<file path="config.mk">
export PLATFORM = sky130hd
export DESIGN_NAME = seg_scan_ctrl
export DESIGN_NICKNAME = d
export VERILOG_FILES = /design/src/rtl/seg_scan_ctrl.sv
export SDC_FILE = /design/constraint.sdc
export NUM_CORES = 1
export LEC_CHECK = 0
export ABC_AREA = 1
export BUFFER_PORTS_ARGS = -buffer_cell sky130_fd_sc_hd__buf_4
export CELL_PAD_IN_SITES_DETAIL_PLACEMENT = 0
export CELL_PAD_IN_SITES_GLOBAL_PLACEMENT = 2
export CORE_MARGIN = 2
export CORE_UTILIZATION = 35
export CTS_BUF_LIST = sky130_fd_sc_hd__clkbuf_2 sky130_fd_sc_hd__clkbuf_4 sky130_fd_sc_hd__clkbuf_8
export DETAILED_ROUTE_END_ITERATION = 8
export PLACE_DENSITY_LB_ADDON = 0.12
export REMOVE_ABC_BUFFERS = 1
export SLEW_MARGIN = 20
export SYNTH_ARGS = -nofsm -noshare
export SYNTH_HDL_FRONTEND = slang
export SYNTH_SLANG_ARGS = --single-unit
export TNS_END_PERCENT = 5
</file>
<file path="constraint.sdc">
create_clock -name clk -period 1.64 [get_ports clk]
set_input_delay 0.164 -clock clk [delete_from_list [all_inputs] [get_ports clk]]
set_output_delay 0.164 -clock clk [all_outputs]
set_load 0.01 [all_outputs]
</file>
<file path="src/rtl/seg_scan_ctrl.sv">
// seg_scan_ctrl: 4-digit 7-segment scan sequencer with shadowed patterns and frame-atomic commit.
// Define SEG_SCAN_DIM_EN to add the duty[3:0] input for PWM dimming.
module seg_scan_ctrl #(
    parameter int CLK_DIV   = 50000,
    parameter int BLANK_CYC = 500,
    parameter int CNT_W     = 16
) (
    input  logic       clk,
    input  logic       rst_n,
    input  logic       wr_en,
    input  logic [1:0] wr_addr,
    input  logic [6:0] wr_data,
    input  logic       commit,
    input  logic [3:0] digit_en,
`ifdef SEG_SCAN_DIM_EN
    input  logic [3:0] duty,
`endif
    output logic       busy,
    output logic       frame_tick,
    output logic [1:0] sel,
    output logic [3:0] an,
    output logic [6:0] seg
);
    typedef enum logic {SHOW, BLANK} state_t;
    localparam logic [CNT_W-1:0] SHOW_LAST  = CNT_W'(CLK_DIV - 1);
    localparam logic [CNT_W-1:0] BLANK_LAST = CNT_W'(BLANK_CYC > 0 ? BLANK_CYC - 1 : 0);
    state_t state, state_nx;
    logic [CNT_W-1:0] cnt, cnt_nx;
    logic [1:0] sel_nx;
    logic [6:0] shadow [4];
    logic [6:0] active [4];
    logic pending, advance, boundary, lit, dim_ok;
`ifdef SEG_SCAN_DIM_EN
    logic [3:0] pwm_cnt;
    always_ff @(posedge clk or negedge rst_n)
        if (!rst_n) pwm_cnt <= '0;
        else pwm_cnt <= pwm_cnt + 4'd1;
    assign dim_ok = pwm_cnt < duty;
`else
    assign dim_ok = 1'b1;
`endif
    always_comb begin
        state_nx = state;
        cnt_nx   = cnt + 1'b1;
        advance  = 1'b0;
        if (state == SHOW && cnt == SHOW_LAST) begin
            cnt_nx = '0;
            if (BLANK_CYC > 0) state_nx = BLANK;
            else advance = 1'b1;
        end else if (state == BLANK && cnt == BLANK_LAST) begin
            cnt_nx   = '0;
            state_nx = SHOW;
            advance  = 1'b1;
        end
        sel_nx   = advance ? sel + 2'd1 : sel;
        boundary = advance && sel == 2'd3;
        lit      = state == SHOW && digit_en[sel] && dim_ok;
    end
    assign busy = pending;
    // A commit landing on the boundary itself is held over to the next frame.
    always_ff @(posedge clk or negedge rst_n) begin
        if (!rst_n) begin
            state      <= SHOW;
            cnt        <= '0;
            sel        <= '0;
            pending    <= 1'b0;
            frame_tick <= 1'b0;
            an         <= 4'hF;
            seg        <= 7'h7F;
            for (int i = 0; i < 4; i++) begin
                shadow[i] <= 7'h7F;
                active[i] <= 7'h7F;
            end
        end else begin
            state      <= state_nx;
            cnt        <= cnt_nx;
            sel        <= sel_nx;
            frame_tick <= boundary;
            pending    <= (boundary && pending) ? commit : (pending | commit);
            an         <= lit ? ~(4'b0001 << sel) : 4'hF;
            seg        <= lit ? active[sel] : 7'h7F;
            if (wr_en) shadow[wr_addr] <= wr_data;
            if (boundary && pending)
                for (int i = 0; i < 4; i++) active[i] <= shadow[i];
        end
    end
endmodule

</file>
==> flow_metrics.py <==
metrics = {
    "cells_and_area": {
        "final_common_cell": "nand2_1",
        "ff_latch_area_um2": 2287,
        "multi_input_area_um2": 1578,
        "finalNonFillerCells": 667,
        "fillCellCount": 1173,
        "area_growth_pct": 16.93,
        "final_cell_mix": "nand2_1, dfstp_2, nor2_1",
        "final_nets": 541,
        "final_cell_area_um2": 4821,
        "n_antenna_cell": 0,
        "drive_gt1_share_pct": 29.39,
    },
    "worst_setup_path": {
        "critPathTopFamily": "simple AND/OR/NAND/NOR gates",
        "path_cells": "ha_2 -> nand3_1 -> buf_4 -> nor2_1 -> nand3_1 -> inv_1 -> nor2_1",
        "cpPeakStageDelay_ps": 400,
        "reg2reg_from": "cnt[0]$_DFF_PN0_",
        "r2r_end": "cnt[15]$_DFF_PN0_",
        "cp-end-kind": "flop",
        "cp.required_ps": 1900,
        "startpoint_type": "flop",
        "cp_data_arrival_time_ps": 1790,
        "crit_slowest_cell": "dfrtp_1",
        "critical_path_class": "flop to flop",
        "cp_max_fo": 4,
        "rrSetupSlack_ps": 110,
        "reg2regPathDepth": 7,
        "path_buf_inv": 2,
    },
    "power_and_ir_drop": {
        "switching_share_pct": 23.58,
        "power_switching_w": 0.0009640,
        "internal-power_w": 0.003124,
        "p_per_area_nw_per_um2": 847.9,
        "irDropWorstVdd_uv": 597.9,
        "seqPwrFrac_pct": 59.7,
        "clock_power_share_pct": 34.2,
        "p_comb_share_pct": 6.1,
        "p_leak_nw": 2.243,
        "power.total_w": 0.004088,
    },
    "sta": {
        "fmax_mhz": 655.1,
        "slew_headroom_pct": 75.86,
        "setup_viol": 0,
        "rsz0062_at_grt": "true",
        "tightest_slew_ps": 362.1,
        "fin_crit_sh_pct": 93.07,
        "hold_violations": 0,
        "finalMaxSlewViolations": 0,
        "skew_ps": 13.13,
        "fin_crit_ps": 1526,
    },
    "clocking": {
        "cts_sinks": 88,
        "cts_inserted_buffers": 9,
        "clock_latency_ps": 370,
        "clock_path_buffers": 2,
        "clkTransAtPathRegs_ps": 90,
        "htree_levels": 3,
        "cts_root_buffer": "clkbuf_8",
        "cts_setup_buffers": 0,
        "cts_tree": "yes",
    },
    "route": {
        "viasPerCell": 4.804,
        "route.vias.total": 3204,
        "drt_pre_antenna_iters": 4,
        "drcViolationCount": 0,
        "wirelength_um": 9770,
        "ant_nets": 0,
        "wire_per_inst_um": 14.65,
        "drt_iter0_markers": 184,
    },
    "place": {
        "io_buffer_count": 31,
        "post_dp_cell_area_um2": 4609,
        "placed_cells": 649,
        "dp_hpwl_um": 6479,
        "gp_congestion": 0.8193,
    },
    "die": {
        "die-area_um2": 12660,
        "core.rowCount": 39,
        "pin_count": 32,
        "die_x_um": 112.5,
        "core_area_um2": 11470,
        "start_util_pct": 35.95,
        "dieHeight_um": 112.5,
    },
    "run_status": {
        "status": "complete, no violations",
    },
    "global_routing": {
        "first_global_vias": 3240,
        "gr-total-overflow": 0,
        "grt_util_all_layers_pct": 16.66,
        "antenna_found_initial": 0,
        "grt_max_degree": 46,
        "grt_pass1_wl_um": 16540,
    },
    "synth": {
        "syn_inst": 476,
        "yosysTopAreaCellShare_pct": 42.70,
        "synth.area.top_cells": "dfstp_2, dfrtp_1, nand2_1, o21ai_0, nor2_1",
        "synth_cell_types": 25,
        "netlist_area_um2": 4123,
        "ys_seq_elements": 88,
        "ys_warn_count": 0,
        "yosysSeqAreaShare_pct": 55.45,
        "synth_top_cell_by_area": "dfstp_2",
        "avgSynthCellArea_um2": 8.661,
    },
    "worst_hold_path": {
        "holdCritPathClass": "primary input to flop",
        "worstHoldPathCells": 3,
        "whs_endpoint": "shadow[24]$_DFFE_PN1P_",
        "hold_start": "wr_data[3]",
    },
    "flow_run": {
        "max-cap-violations": 0,
    },
}
power groups by stage:
stage | combinational, W | sequential (W) | clock (W)
2_1_floorplan | 0.000106 | 0.00247 | 0
3_3_place_gp | 0.000245 | 0.00248 | 0
3_5_place_dp | 0.000253 | 0.00248 | 0
4_1_cts | 0.000257 | 0.00244 | 0.00146
5_1_grt | 0.000290 | 0.00246 | 0.00158
6_report | 0.000248 | 0.00244 | 0.00140
metrics by stage:
stage,hold WS [ps],utilization [%],setup WS [ps],TNS [ps]
6_report,82.45,42.04,113.6,0
5_1_grt,89.87,42.04,-25.49,-25.49
4_1_cts,66.21,41.92,18.51,0
3_5_place_dp,87.25,40.20,42.80,0
3_3_place_gp,87.09,40.20,56.86,0
2_1_floorplan,-131.6,-,-419.8,-12720
flip-flops by register name (all words and copies together) (netlist names):
| register | flops |
|---|---|
| state | 1 |
| seg | 7 |
| cnt | 16 |
| active | 28 |
| sel | 2 |
| shadow | 28 |
| frame_tick | 1 |
| an | 4 |
| busy | 1 |
how the worst max path moves through the flow:
stage / start / to / slack, ps / cells after the start
floorplan: sel[0]$_DFFE_PN0P_ / active[0]$_DFFE_PN1P_ / -420 / 4
global route: cnt[9]$_DFF_PN0_ / active[18]$_DFFE_PN1P_ / -30 / 8
CTS: cnt[0]$_DFF_PN0_ / cnt[7]$_DFF_PN0_ / 20 / 8
finish: cnt[0]$_DFF_PN0_ / cnt[15]$_DFF_PN0_ / 110 / 7
detailed placement: cnt[0]$_DFF_PN0_ / cnt[7]$_DFF_PN0_ / 40 / 8
global placement: cnt[0]$_DFF_PN0_ / cnt[0]$_DFF_PN0_ / 60 / 8
layer usage:
| layer | track usage, % | share of wire, % |
|---|---|---|
| met5 | 0 | 0 |
| met1 | 20.79 | 45 |
| met2 | 28.71 | 51 |
| met4 | 6.504 | 1.9 |
| met3 | 3.024 | 2.4 |
worst reg2reg max path: stages, from the launching register on:
cell     delay, ps
dfrtp_1        400
ha_2           220
nand3_1        200
buf_4          210
nor2_1          90
nand3_1        140
inv_1          120
nor2_1          50
kinds of logic after synthesis:
| logic type | after synthesis | share of synthesized area [%] |
|---|---|---|
| XOR/XNOR | 5 | 1.062 |
| adder cells (fa/ha/maj) | 5 | 1.517 |
| AND/OR/NAND/NOR | 262 | 28.62 |
| flip-flops | 88 | 55.45 |
| buffers and inverters | 61 | 6.586 |
| AO/OA/AOI/OAI | 55 | 6.768 |
layout make-up:
| class | instances | share of cell area, % |
|---|---|---|
| Clock inverter | 3 | 0.3634 |
| Clock buffer | 13 | 3.322 |
| Multi-Input combinational cell | 327 | 32.73 |
| Inverter | 41 | 3.192 |
| Timing Repair Buffer | 52 | 9.240 |
| Tap cell | 143 | 3.711 |
| Sequential cell | 88 | 47.44 |
cells in the mapped netlist (all sizes together):
cell    number
xnor2        1
o21ai       52
a21oi        1
inv         41
nor2        69
clkbuf      11
dfrtp       21
nand4       34
dfstp       67
xor2         4
buf          9
a31oi        1
ha           5
o21bai       1
nor3         3
nand3       26
nand2      130
timing repair:
action | 4_1_cts | 5_1_grt
endpoints found under the setup margin | 0 | 27
hold buffers | 2 | 0
hold endpoints to repair | 21 | 0
resized for setup | 0 | 5
Power figures use the tool's default switching activity.
